===== config.mk =====
export PLATFORM = sky130hd
export DESIGN_NAME = adder_tree_accumulator
export DESIGN_NICKNAME = d
export VERILOG_FILES = /design/src/rtl/adder_tree_accumulator_pkg.sv /design/src/rtl/adder_tree_accumulator_sat_adder.sv /design/src/rtl/adder_tree_accumulator.sv
export SDC_FILE = /design/constraint.sdc
export NUM_CORES = 1
export LEC_CHECK = 0
export BUFFER_PORTS_ARGS = -buffer_cell sky130_fd_sc_hd__buf_4
export CORE_UTILIZATION = 45
export DETAILED_ROUTE_END_ITERATION = 16
export GPL_TIMING_DRIVEN = 0
export SLEW_MARGIN = 10
export SYNTH_ARGS = -nofsm -noshare
export SYNTH_HDL_FRONTEND = slang
export SYNTH_HIERARCHICAL = 1
export SYNTH_SLANG_ARGS = --single-unit

===== constraint.sdc =====
create_clock -name clk -period 6.6 [get_ports clk]
set_input_delay 1.32 -clock clk [delete_from_list [all_inputs] [get_ports clk]]
set_output_delay 1.32 -clock clk [all_outputs]
set_load 0.01 [all_outputs]

===== src/rtl/adder_tree_accumulator_pkg.sv =====
// Shared constants and helpers for the adder tree and its downstream accumulator.
package adder_tree_pkg;

   localparam int TREE_SUM_W    = 8;
   localparam int ACC_W_DEFAULT = 16;
   localparam int TERMS_DEFAULT = 4;

   // Bits needed to hold values 0..n-1; use clog2(n+1) to size a counter that reaches n.
   function automatic int clog2(input int n);
      int w;
      w = 0;
      while ((1 << w) < n) w++;
      return w;
   endfunction

endpackage


===== src/rtl/adder_tree_accumulator_sat_adder.sv =====
// Unsigned WIDTH-bit adder that clamps to all-ones on carry-out and reports the clamp.
module sat_adder #(
   parameter int WIDTH = 16
) (
   input  logic [WIDTH-1:0] a,
   input  logic [WIDTH-1:0] b,
   output logic [WIDTH-1:0] sum,
   output logic             ovf
);

   logic [WIDTH:0] full_sum;

   assign full_sum = {1'b0, a} + {1'b0, b};
   assign ovf      = full_sum[WIDTH];
   assign sum      = ovf ? {WIDTH{1'b1}} : full_sum[WIDTH-1:0];

endmodule


===== src/rtl/adder_tree_accumulator.sv =====
// Accumulates tree sums into one saturated result per window, presented on a valid/ready register.
module adder_tree_accumulator
   import adder_tree_pkg::*;
#(
   parameter int IN_WIDTH  = TREE_SUM_W,
   parameter int ACC_WIDTH = ACC_W_DEFAULT,
   parameter int NUM_TERMS = TERMS_DEFAULT,
   parameter int CNT_WIDTH = 4
) (
   input  logic                 clk,
   input  logic                 reset,
   input  logic                 in_valid,
   input  logic [IN_WIDTH-1:0]  in_sum,
   input  logic                 in_last,
   output logic                 in_ready,
   output logic                 out_valid,
   input  logic                 out_ready,
   output logic [ACC_WIDTH-1:0] out_acc,
   output logic [CNT_WIDTH-1:0] out_count,
   output logic                 out_sat,
   output logic                 overrun
);

   logic [ACC_WIDTH-1:0] acc;
   logic [CNT_WIDTH-1:0] cnt;
   logic                 sat_run;

   logic [ACC_WIDTH-1:0] acc_base;
   logic [ACC_WIDTH-1:0] in_ext;
   logic [ACC_WIDTH-1:0] sum;
   logic                 ovf;
   logic [CNT_WIDTH-1:0] cnt_next;
   logic                 accept;
   logic                 final_beat;

   // The tree cannot stall, so readiness depends only on the output register.
   assign in_ready   = !(out_valid && !out_ready);
   assign accept     = in_valid && in_ready;
   assign acc_base   = (cnt == '0) ? '0 : acc;
   assign in_ext     = ACC_WIDTH'(in_sum);
   assign cnt_next   = cnt + 1'b1;
   assign final_beat = (cnt_next == CNT_WIDTH'(NUM_TERMS)) || in_last;

   sat_adder #(
      .WIDTH (ACC_WIDTH)
   ) u_sat_adder (
      .a   (acc_base),
      .b   (in_ext),
      .sum (sum),
      .ovf (ovf)
   );

   always_ff @(posedge clk) begin
      if (reset) begin
         acc       <= '0;
         cnt       <= '0;
         sat_run   <= 1'b0;
         out_valid <= 1'b0;
         out_acc   <= '0;
         out_count <= '0;
         out_sat   <= 1'b0;
         overrun   <= 1'b0;
      end else begin
         if (out_valid && out_ready)
            out_valid <= 1'b0;
         if (in_valid && !in_ready)
            overrun <= 1'b1;
         // A final beat in the same cycle as a pop overrides the clear above.
         if (accept) begin
            if (final_beat) begin
               out_acc   <= sum;
               out_count <= cnt_next;
               out_sat   <= sat_run | ovf;
               out_valid <= 1'b1;
               acc       <= '0;
               cnt       <= '0;
               sat_run   <= 1'b0;
            end else begin
               acc     <= sum;
               cnt     <= cnt_next;
               sat_run <= sat_run | ovf;
            end
         end
      end
   end

endmodule


==> impl_summary.txt, run 1 <==
----------------------------------------------------
[Worst setup path]
  Data required time of the worst path ... 6.76 ns
  Maximum net fanout on the critical path ... 10
  Endpoint kind of the worst setup timing path ... register
  Startpoint type of the worst setup path ... register
  Kind of critical path ... reg -> reg
  Data arrival time of the critical path ... 4.25 ns

[Global routing]
  Largest net degree at the start of global routing ... 13
  Antenna violations before repair ... 0
  First-pass GRT wire length ... 11500 um
  Number of global-route vias before repair ... 2438
  Global-route usage over all layers ... 23.3%
  Total congestion overflow ... 0

[Die]
  Core Area ... 0.00564 sq mm
  Initial Util ... 47.8%
  Number of standard-cell rows in the floorplan ... 27
  Die width ... 79.4 um
  Area enclosed by the die boundary ... 0.00631 sq mm
  Y dimension of the die ... 79.4 um
  I/O pins ... 37

[Final layout]
  Count of antenna diodes in the layout ... 0
  Fill cell total of the finished layout ... 590
  Final instance area ... 0.00315 sq mm
  Share of final-layout standard cells stronger than drive strength 1 ... 17.4%
  Final layout net count ... 422
  Area delta synth->final ... 16.6%
  Seq. cell area ... 881 sq um
  Finished Layout Cells ... 462
  Area of the multi-input gates ... 0.00175 sq mm

[Timing]
  Max Clock Skew ... 0.00377 ns
  Maximum operating frequency ... 245 MHz
  Worst Hold Slack ... 0.453 ns
  Period utilisation layout ... 61.9%
  Endpoints failing hold ... 0
  Unrepaired setup endpoints after global routing ... false
  Setup tns final ... 0 ns
  Slew headroom ... 49.1%
  Slew Limit Fails ... 0
  Final critical path time including I/O delays and setup ... 4.08 ns
  Tightest Pin Transition ... 0.762 ns
  Final count of negative-setup-slack endpoints ... 0

[Drt]
  WL per Instance ... 14.7 um
  DRC violations left ... 0
  Overall via count from detail_route ... 2525
  Post-DRT Antenna Nets ... 0
  Total iterations of the first detailed-routing run ... 4
  Number of vias per cell ... 5.47
  Initial DRC count ... 92
  Wirelength, routed ... 6810 um

[Placement]
  Post-Place Cell Area ... 0.00307 sq mm
  DP Cell Count ... 455
  Final estimated routing congestion in global placement ... 0.859
  Total half-perimeter wirelength after legalization and detailed placement ... 5130 um
  Buffers added on ports ... 34

[Clock tree]
  Buffers inserted by post-CTS timing repair ... 0
  CTS tree ... yes
  H-tree levels ... 2
  Maximum number of buffers from clock root to sink ... 2
  Register clock-pin slew on the reported worst setup and hold paths ... 0.08 ns
  Number of instances resized during post-cts repair ... 0
  Hold buffer count at cts ... 0
  Number of buffers created by CTS ... 5
  Number of clock sinks ... 44
  Root cell of the clock tree ... clkbuf_8
  Clock insertion delay at the later pin of the skew report ... 0.29 ns

[Synth]
  Average size of a mapped cell ... 7.89 sq um
  Main synth FF type ... dfxtp_1
  Fraction of the yosys area taken by sequential cells ... 32.6%
  Flop and latch count out of synthesis ... 44
  Area fraction of the dominant cell type after synthesis ... 32.6%
  Cell area after technology mapping ... 0.00270 sq mm
  Post-Synthesis Cells ... 342
  Cell type contributing the most total cell area after synthesis ... dfxtp_1
  Yosys synthesis warning count ... 6
  FFs w/ async S/R, synth ... 0%
  Largest cells by area after synthesis ... dfxtp_1 33%, nand2_1 9.6%, a21oi_1 9.3%
  Post-synth EDFFs ... 0
  Post-synth cell types ... 53

[Power and ir drop]
  Static power due to leakage ... 1.38 nW
  Final total power ... 0.000544 W
  Maximum vdd drop ... 0.000127 V
  Pwr dens ... 173 mW/mm^2

[Hold path]
  Kind of path behind the tightest hold check ... reg -> reg

[Job]
  Max-cap check violation count ... 0

[Status]
  Result of the run ... completed

----------------------------------------------------
cells by family (layout without fill, tap and decap cells):
group                    Yosys count  after routing  share of synthesized area, %
adder cells (fa/ha/maj)           19             19                          9.09
AND/OR/NAND/NOR                  152            152                          28.5
flip-flops                        44             44                          32.6
AO/OA/AOI/OAI                     96             96                          22.7
buffers and inverters             20             61                          3.62
XOR/XNOR                           9              9                          2.92
multiplexers                       1              1                         0.371
other                              1              8                         0.139
worst max-delay path, cell delays in order (launching register included):
cell,delay (ns)
dfxtp_1,0.36
inv_1,0.09
ha_1,0.13
nor3b_1,0.63
clkbuf_1,0.32
and2b_1,0.24
ha_1,0.39
a211oi_2,0.46
o31ai_1,0.17
a41o_1,0.35
nor2_2,0.17
buf_4,0.22
o21ai_0,0.23
nand3_1,0.13
a21oi_1,0.07
through the flow:
stage	setup WS [ns]	utilization (%)
after floorplan	3.30	-
after global placement	2.56	54.4
after detailed placement	2.56	54.4
after CTS	2.53	55.8
after global routing	2.15	55.8
final	2.52	55.8
sequential cells by signal, summed over array words and instances, names as in the netlist:
| signal | cells |
|---|---|
| out_count | 4 |
| out_sat | 1 |
| sat_run | 1 |
| overrun | 1 |
| acc | 16 |
| cnt | 4 |
| out_valid | 1 |
| out_acc | 16 |
metal layers:
metal / GRT usage (%) / part of all wire (%)
met5: 0 / 0
met4: 5.09 / 0.62
met3: 3.43 / 3.3
met2: 39.4 / 47
met1: 31.3 / 49
final cells by class:
cell class | instances | area share, %
Clock inverter | 1 | 0.159
Multi-Input combinational cell | 285 | 55.5
Sequential cell | 44 | 28.0
Inverter | 4 | 0.477
Buffer | 16 | 2.62
Clock buffer | 6 | 2.31
Tap cell | 72 | 2.86
Timing Repair Buffer | 34 | 8.11
worst paths after layout:
kind | slack, ns | depth (start not counted) | from | endpoint
setup / recovery | 2.52 | 14 | cnt[0]$_SDFFE_PP0P_ | acc[13]$_SDFFE_PP0P_
setup reg to reg | 2.52 | 14 | cnt[0]$_SDFFE_PP0P_ | acc[13]$_SDFFE_PP0P_
hold reg to reg | 0.45 | 2 | acc[1]$_SDFFE_PP0P_ | acc[1]$_SDFFE_PP0P_
hold / removal | 0.45 | 2 | acc[1]$_SDFFE_PP0P_ | acc[1]$_SDFFE_PP0P_
synth_stat cells (3+ instances only):
cell type,number
nand2_1,69
a21oi_1,50
dfxtp_1,44
nand3_1,21
ha_1,18
nor2_1,12
o21ai_0,12
clkbuf_1,9
nor3_1,9
and2b_1,8
and2b_2,8
a21o_1,6
xnor2_1,5
a211oi_1,4
and2_1,4
inv_1,4
or3_1,4
xor2_1,4
buf_2,3
buf_4,3
nor3b_1,3
placed cells by master, fill, tap and decap left out, types with 2 or more instances in the layout:
cell	n
a211oi_1	4
a211oi_2	2
a21bo_2	2
a21boi_0	2
a21o_1	6
a21oi_1	50
and2_1	4
and2b_1	8
and2b_2	8
buf_2	3
buf_4	37
clkbuf_1	10
clkbuf_8	5
conb_1	8
dfxtp_1	44
ha_1	18
inv_1	4
nand2_1	69
nand3_1	21
nand3b_1	2
nor2_1	12
nor2_2	2
nor2b_1	2
nor3_1	9
nor3b_1	3
nor4_1	2
o211a_1	2
o21a_1	2
o21ai_0	12
o31ai_1	2
or3_1	4
xnor2_1	5
xor2_1	4
power by group:
group | switching [W] | total [W] | internal, W | leakage (nW)
sequential | 0.00000584 | 0.000283 | 0.000277 | 0.359
combinational | 0.0000597 | 0.000101 | 0.0000417 | 0.980
clock | 0.0000883 | 0.000160 | 0.0000721 | 0.0410
total | 0.000154 | 0.000544 | 0.000391 | 1.38
(Power assumes the default switching activity.)
==> run 2, diff against run 1 <==
==> constraint.sdc (replaced) <==
create_clock -name clk -period 3.9 [get_ports clk]
set_input_delay 0.78 -clock clk [delete_from_list [all_inputs] [get_ports clk]]
set_output_delay 0.78 -clock clk [all_outputs]
set_load 0.01 [all_outputs]
==> impl_summary.txt, run 2 (synthesis gave the netlist of run 1 again) <==
----------------------------------------------------
[Final layout]
  Registers with the most flip-flops ... acc x16, out_acc x16 (unchanged)
  Area delta synth->final ... 17.6% (was 16.6%)
  Share of final-layout standard cells stronger than drive strength 1 ... 18.2% (was 17.4%)
  Area of the multi-input gates ... 0.00177 sq mm (was 0.00175 sq mm)
  Most common library cell in the layout ignoring fill and taps ... nand2_1 (unchanged)
  Final layout net count ... 422 (unchanged)
  Highest-count cells in the layout ignoring fill and taps ... 69 x nand2_1, 50 x a21oi_1, 44 x dfxtp_1 (unchanged)
  Fill cell total of the finished layout ... 584 (was 590)
  Finished Layout Cells ... 462 (unchanged)
  Count of antenna diodes in the layout ... 0 (unchanged)
  Final instance area ... 0.00317 sq mm (was 0.00315 sq mm)
  Seq. cell area ... 881 sq um (unchanged)

[Worst setup path]
  Cells traversed along the worst timing path ... inv_1, ha_1, nor3b_4, clkbuf_2, and2b_1, ha_1, a211oi_4, o31ai_1, a41o_1, nor2_2, buf_4, o21ai_0, nand3_1, a21oi_1 (was inv_1, ha_1, nor3b_1, clkbuf_1, and2b_1, ha_1, a211oi_2, o31ai_1, a41o_1, nor2_2, buf_4, o21ai_0, nand3_1, a21oi_1)
  Critical path's most frequent cell ... ha_1 (unchanged)
  Startpoint type of the worst setup path ... register (unchanged)
  Max incr delay on CP ... 0.41 ns (was 0.63 ns)
  Kind of critical path ... reg -> reg (unchanged)
  Depth of the worst register-to-register path ... 14 (unchanged)
  Data arrival time of the critical path ... 3.79 ns (was 4.25 ns)
  Crit Reg-Reg Startpoint ... cnt[0]$_SDFFE_PP0P_ (unchanged)
  CP startpoint ... cnt[0]$_SDFFE_PP0P_ (unchanged)
  Data required time of the worst path ... 4.06 ns (was 6.76 ns)
  Slowest-stage cell, CP ... ha_1 (was nor3b_1)
  Worst reg2reg path endpoint ... acc[13]$_SDFFE_PP0P_ (unchanged)
  Endpoint kind of the worst setup timing path ... register (unchanged)
  Worst-case register-to-register setup slack ... 0.27 ns (was 2.52 ns)
  Maximum net fanout on the critical path ... 10 (unchanged)

[Die]
  Initial Util ... 47.8% (unchanged)
  Number of standard-cell rows in the floorplan ... 27 (unchanged)
  Die width ... 79.4 um (unchanged)
  Y dimension of the die ... 79.4 um (unchanged)
  Area enclosed by the die boundary ... 0.00631 sq mm (unchanged)
  I/O pins ... 37 (unchanged)
  Core Area ... 0.00564 sq mm (unchanged)

[Power and ir drop]
  Final total power ... 0.000924 W (was 0.000544 W)
  Part of the total power dissipated in sequential elements ... 51.7% (was 51.9%)
  Pwr dens ... 291 mW/mm^2 (was 173 mW/mm^2)
  Combinational cell fraction of total power ... 18.7% (was 18.6%)
  Static power due to leakage ... 1.39 nW (was 1.38 nW)
  Net switching power ... 0.000262 W (was 0.000154 W)
  Maximum vdd drop ... 0.000216 V (was 0.000127 V)
  Clock Power Share ... 29.5% (about the same)
  Internal power ... 0.000662 W (was 0.000391 W)
  Switching share of power ... 28.4% (was 28.3%)

[Timing]
  Setup tns final ... 0 ns (unchanged)
  Slew headroom ... 67.1% (was 49.1%)
  Max Clock Skew ... 0.00495 ns (was 0.00377 ns)
  Endpoints failing hold ... 0 (unchanged)
  Unrepaired setup endpoints after global routing ... false (unchanged)
  Final critical path time including I/O delays and setup ... 3.63 ns (was 4.08 ns)
  Period utilisation layout ... 93.0% (was 61.9%)
  Final count of negative-setup-slack endpoints ... 0 (unchanged)
  Slew Limit Fails ... 0 (unchanged)
  Worst-case setup margin in the final layout ... 0.272 ns (was 2.52 ns)
  Tightest Pin Transition ... 0.488 ns (was 0.762 ns)
  Maximum operating frequency ... 276 MHz (was 245 MHz)

[Drt]
  WL per Instance ... 14.7 um (about the same)
  Number of vias per cell ... 5.51 (was 5.47)
  Post-DRT Antenna Nets ... 0 (unchanged)
  WL met1 ... 3310 um (was 3340 um)
  Met3 wire length ... 223 um (was 225 um)
  Total iterations of the first detailed-routing run ... 4 (unchanged)
  Sum of met2 wire segment lengths after detailed routing ... 3200 um (about the same)
  DRC violations left ... 0 (unchanged)
  Initial DRC count ... 140 (was 92)
  Wirelength, routed ... 6770 um (was 6810 um)
  Overall via count from detail_route ... 2544 (was 2525)
  Top Layer Used ... met4 (unchanged)

[Global routing]
  Largest net degree at the start of global routing ... 13 (unchanged)
  Number of global-route vias before repair ... 2438 (unchanged)
  Total congestion overflow ... 0 (unchanged)
  Global-route usage over all layers ... 23.3% (unchanged)
  First-pass GRT wire length ... 11500 um (unchanged)
  Antenna violations before repair ... 0 (unchanged)

[Hold path]
  Kind of path behind the tightest hold check ... reg -> reg (unchanged)
  Worst hold stages ... 2 (unchanged)
  Endpoint, Worst Hold ... acc[1]$_SDFFE_PP0P_ (unchanged)
  Start point of the worst hold path ... acc[1]$_SDFFE_PP0P_ (unchanged)

[Job]
  Max-cap check violation count ... 0 (unchanged)

[Placement]
  Post-Place Cell Area ... 0.00307 sq mm (unchanged)
  Total half-perimeter wirelength after legalization and detailed placement ... 5130 um (unchanged)
  Final estimated routing congestion in global placement ... 0.859 (unchanged)
  Buffers added on ports ... 34 (unchanged)
  DP Cell Count ... 455 (unchanged)
  Minimum setup slack after placement ... -0.141 ns (was 2.56 ns)

[Clock tree]
  CTS tree ... yes (unchanged)
  H-tree levels ... 2 (unchanged)
  Number of buffers created by CTS ... 5 (unchanged)
  Register clock-pin slew on the reported worst setup and hold paths ... 0.08 ns (about the same)
  Clock insertion delay at the later pin of the skew report ... 0.29 ns (about the same)
  Number of clock sinks ... 44 (unchanged)
  Maximum number of buffers from clock root to sink ... 2 (unchanged)
  Root cell of the clock tree ... clkbuf_8 (unchanged)

[Status]
  Result of the run ... completed (unchanged)

----------------------------------------------------
run 2: cell count changes in the layout (fill, tap and decap cells not counted):
| cell | previous run | this run |
|---|---|---|
| a211oi_2 | 2 | 1 |
| a211oi_4 | 0 | 1 |
| clkbuf_1 | 10 | 9 |
| clkbuf_2 | 0 | 1 |
| nor3_1 | 9 | 8 |
| nor3_2 | 0 | 1 |
| nor3b_1 | 3 | 2 |
| nor3b_4 | 1 | 2 |
run 2: metal layers:
| layer | vias to the layer above | GRT usage (%) |
|---|---|---|
| met5 | - | 0 |
| met4 | 0 | 5.09 |
| met3 | 4 | 3.43 |
| met2 | 45 | 39.4 |
| met1 | 1194 | 31.3 |
| li1 | 1301 | - |
run 2: how the worst max path moves through the flow:
stage,depth (start not counted),endpoint
after floorplan,13,acc[12]$_SDFFE_PP0P_
after global placement,14,acc[13]$_SDFFE_PP0P_
after detailed placement,14,acc[13]$_SDFFE_PP0P_
after CTS,14,acc[13]$_SDFFE_PP0P_
after global routing,14,acc[13]$_SDFFE_PP0P_
final,14,acc[13]$_SDFFE_PP0P_
run 2: power groups by stage:
| stage | logic (W) | registers [W] | clock network (W) |
|---|---|---|---|
| floorplan | 0.000107 | 0.000493 | 0 |
| global placement | 0.000170 | 0.000489 | 0 |
| detailed placement | 0.000171 | 0.000489 | 0 |
| CTS | 0.000172 | 0.000478 | 0.000277 |
| global route | 0.000195 | 0.000481 | 0.000297 |
| finish | 0.000173 | 0.000478 | 0.000273 |
run 2: stage by stage:
stage,hold WS (ns),util (%)
after floorplan,0.428,-
after global placement,0.437,54.4
after detailed placement,0.443,54.4
after CTS,0.454,55.9
after global routing,0.479,56.2
final,0.452,56.2
run 2: what timing repair did:
action,in CTS,in global routing
buffers inserted,0,0
gates resized for setup,1,5
cloned,0,0
hold buffers,0,0
endpoints found under the setup margin,17,20
run 2: worst max-delay path: cells and delay by family, from the launching register on:
family	cells	cell delay (ns)
compound gates	5	1.18
buf+inv	3	0.56
fa+ha+maj	2	0.56
flops	1	0.36
simple gates	4	0.83
run 2: layout make-up:
cell class	instances	area share, %
timing repair buffer	34	8.04
buffer	16	2.64
inverter	4	0.473
clock buffer	6	2.29
tap	72	2.84
clock inverter	1	0.158
sequential	44	27.8
multi-input combinational	285	55.8
==> run 3, diff against run 2 <==
--- a/config.mk
+++ b/config.mk
@@ -9,6 +9,8 @@
 export CORE_UTILIZATION = 45
 export DETAILED_ROUTE_END_ITERATION = 16
 export GPL_TIMING_DRIVEN = 0
+export HOLD_SLACK_MARGIN = 0.05
+export REMOVE_ABC_BUFFERS = 1
 export SLEW_MARGIN = 10
 export SYNTH_ARGS = -nofsm -noshare
 export SYNTH_HDL_FRONTEND = slang
==> impl_summary.txt, run 3 (synthesis gave the netlist of run 1 again) <==
----------------------------------------------------
[Global routing]
  First-pass GRT wire length ... 10600 um (was 11500 um)
  Antenna violations before repair ... 0 (unchanged)
  Total congestion overflow ... 0 (unchanged)
  Number of global-route vias before repair ... 2222 (was 2438)
  Largest net degree at the start of global routing ... 45 (was 13)
  Global-route usage over all layers ... 21.5% (was 23.3%)

[Die]
  Number of standard-cell rows in the floorplan ... 27 (unchanged)
  Y dimension of the die ... 79.4 um (unchanged)
  I/O pins ... 37 (unchanged)
  Core Area ... 0.00564 sq mm (unchanged)
  Initial Util ... 47.8% (unchanged)
  Die width ... 79.4 um (unchanged)
  Area enclosed by the die boundary ... 0.00631 sq mm (unchanged)

[Clock tree]
  Number of clock sinks ... 44 (unchanged)
  Clock insertion delay at the later pin of the skew report ... 0.30 ns (was 0.29 ns)
  Root cell of the clock tree ... clkbuf_8 (unchanged)
  Maximum number of buffers from clock root to sink ... 2 (unchanged)
  CTS tree ... yes (unchanged)
  Number of buffers created by CTS ... 5 (unchanged)
  H-tree levels ... 2 (unchanged)
  Register clock-pin slew on the reported worst setup and hold paths ... 0.09 ns (was 0.08 ns)

[Drt]
  Overall via count from detail_route ... 2462 (was 2544)
  Number of vias per cell ... 5.43 (was 5.51)
  Post-DRT Antenna Nets ... 0 (unchanged)
  Wirelength, routed ... 6340 um (was 6770 um)
  DRC violations left ... 0 (unchanged)
  Total iterations of the first detailed-routing run ... 4 (unchanged)
  WL per Instance ... 14.0 um (was 14.7 um)
  Initial DRC count ... 89 (was 140)

[Timing]
  Max Clock Skew ... 0.00810 ns (was 0.00495 ns)
  Unrepaired setup endpoints after global routing ... false (unchanged)
  Slew Limit Fails ... 0 (unchanged)
  Period utilisation layout ... 90.9% (was 93.0%)
  Final count of negative-setup-slack endpoints ... 0 (unchanged)
  Tightest Pin Transition ... 0.925 ns (was 0.488 ns)
  Setup tns final ... 0 ns (unchanged)
  Slew headroom ... 38.3% (was 67.1%)
  Endpoints failing hold ... 0 (unchanged)
  Final critical path time including I/O delays and setup ... 3.54 ns (was 3.63 ns)
  Maximum operating frequency ... 282 MHz (was 276 MHz)

[Final layout]
  Area delta synth->final ... 18.1% (was 17.6%)
  Share of final-layout standard cells stronger than drive strength 1 ... 18.4% (was 18.2%)
  Most common library cell in the layout ignoring fill and taps ... nand2_1 (unchanged)
  Highest-count cells in the layout ignoring fill and taps ... 69 x nand2_1, 50 x a21oi_1, 44 x dfxtp_1 (unchanged)
  Registers with the most flip-flops ... acc x16, out_acc x16 (unchanged)
  Finished Layout Cells ... 453 (was 462)
  Count of antenna diodes in the layout ... 0 (unchanged)
  Final layout net count ... 412 (was 422)

[Worst setup path]
  Top delay family on crit path ... compound AO/OA/AOI/OAI gates (unchanged)
  Startpoint type of the worst setup path ... register (unchanged)
  Maximum net fanout on the critical path ... 13 (was 10)
  Max incr delay on CP ... 0.42 ns (was 0.41 ns)
  Data required time of the worst path ... 4.08 ns (was 4.06 ns)
  Cells traversed along the worst timing path ... inv_1, ha_1, nor3b_4, buf_6, and2b_2, ha_1, fa_1, a21o_1, a221oi_2, nor3_1, nor2_4, buf_12, a21bo_2, nand3_1, a21oi_1 (was inv_1, ha_1, nor3b_4, clkbuf_2, and2b_1, ha_1, a211oi_4, o31ai_1, a41o_1, nor2_2, buf_4, o21ai_0, nand3_1, a21oi_1)
  Data arrival time of the critical path ... 3.72 ns (was 3.79 ns)
  Kind of critical path ... reg -> reg (unchanged)
  Slowest-stage cell, CP ... fa_1 (was ha_1)
  Endpoint kind of the worst setup timing path ... register (unchanged)
  Critical path's most frequent cell ... ha_1 (unchanged)
  Buf/Inv on CP ... 3 (unchanged)

[Power and ir drop]
  Maximum vdd drop ... 0.000187 V (was 0.000216 V)
  Pwr dens ... 322 mW/mm^2 (was 291 mW/mm^2)
  Static power due to leakage ... 1.40 nW (was 1.39 nW)

[Placement]
  Total half-perimeter wirelength after legalization and detailed placement ... 4280 um (was 5130 um)
  Buffers added on ports ... 36 (was 34)
  DP Cell Count ... 442 (was 455)
  Final estimated routing congestion in global placement ... 0.862 (was 0.859)

[Status]
  Result of the run ... completed (unchanged)

[Hold path]
  Kind of path behind the tightest hold check ... reg -> reg (unchanged)

[Job]
  Max-cap check violation count ... 0 (unchanged)

----------------------------------------------------
[run 3: through the flow]
| stage | hold slack [ns] | power [W] | instance area, sq um | utilization [%] | worst slack, ns |
|---|---|---|---|---|---|
| global route | 0.471 | 0.00107 | 3190 | 56.5 | 0.157 |
| global placement | 0.436 | 0.000649 | 3000 | 53.2 | -1.14 |
| floorplan | 0.422 | 0.000587 | 2640 | - | 0.330 |
| detailed placement | 0.440 | 0.000653 | 3020 | 53.5 | -0.268 |
| finish | 0.451 | 0.00102 | 3190 | 56.5 | 0.356 |
| CTS | 0.453 | 0.00104 | 3150 | 55.9 | 0.0417 |
[run 3: path summary, 6_finish.rpt]
| path | slack [ns] | from | cells past startpoint | to |
|---|---|---|---|---|
| worst max-delay path | 0.36 | cnt[0]$_SDFFE_PP0P_ | 15 | acc[9]$_SDFFE_PP0P_ |
| worst max register to register | 0.36 | cnt[0]$_SDFFE_PP0P_ | 15 | acc[9]$_SDFFE_PP0P_ |
| worst min-delay path | 0.45 | acc[15]$_SDFFE_PP0P_ | 2 | acc[15]$_SDFFE_PP0P_ |
| worst min register to register | 0.45 | acc[15]$_SDFFE_PP0P_ | 2 | acc[15]$_SDFFE_PP0P_ |
[run 3: layout make-up]
type | instances | area, sq um
Fill cell | 559 | 2450
Multi-Input combinational cell | 285 | 1760
Sequential cell | 44 | 881
Timing Repair Buffer | 40 | 317
Tap cell | 72 | 90.1
Clock buffer | 6 | 82.6
Clock inverter | 2 | 38.8
Inverter | 4 | 15.0
[run 3: per-layer routing]
metal,track usage [%],share of wire (%),vias to the layer above
li1,-,-,1281
met1,28.3,48,1133
met2,35.2,47,44
met3,4.34,4.3,4
met4,6.36,0.77,0
met5,0,0,-
[run 3: timing repair]
item,CTS,global route
pin swaps,0,1
endpoints found under the hold margin,0,0
endpoints found under the setup margin,26,28
resized for setup,2,0
gates cloned,0,0
hold buffers,0,0
setup buffers,0,3
[run 3: tightest hold or removal path, delay by kind of cell (launching register included)]
| kind | cells | cell delay [ns] |
|---|---|---|
| compound gates | 1 | 0.05 |
| flops | 1 | 0.31 |
| simple gates | 1 | 0.05 |
[run 3: report_power, final]
part / leakage (nW) / internal [W] / switching, W
logic: 0.979 / 0.0000706 / 0.0000971
clock network: 0.0614 / 0.000210 / 0.000169
registers: 0.359 / 0.000468 / 0.00000943
total: 1.40 / 0.000749 / 0.000276
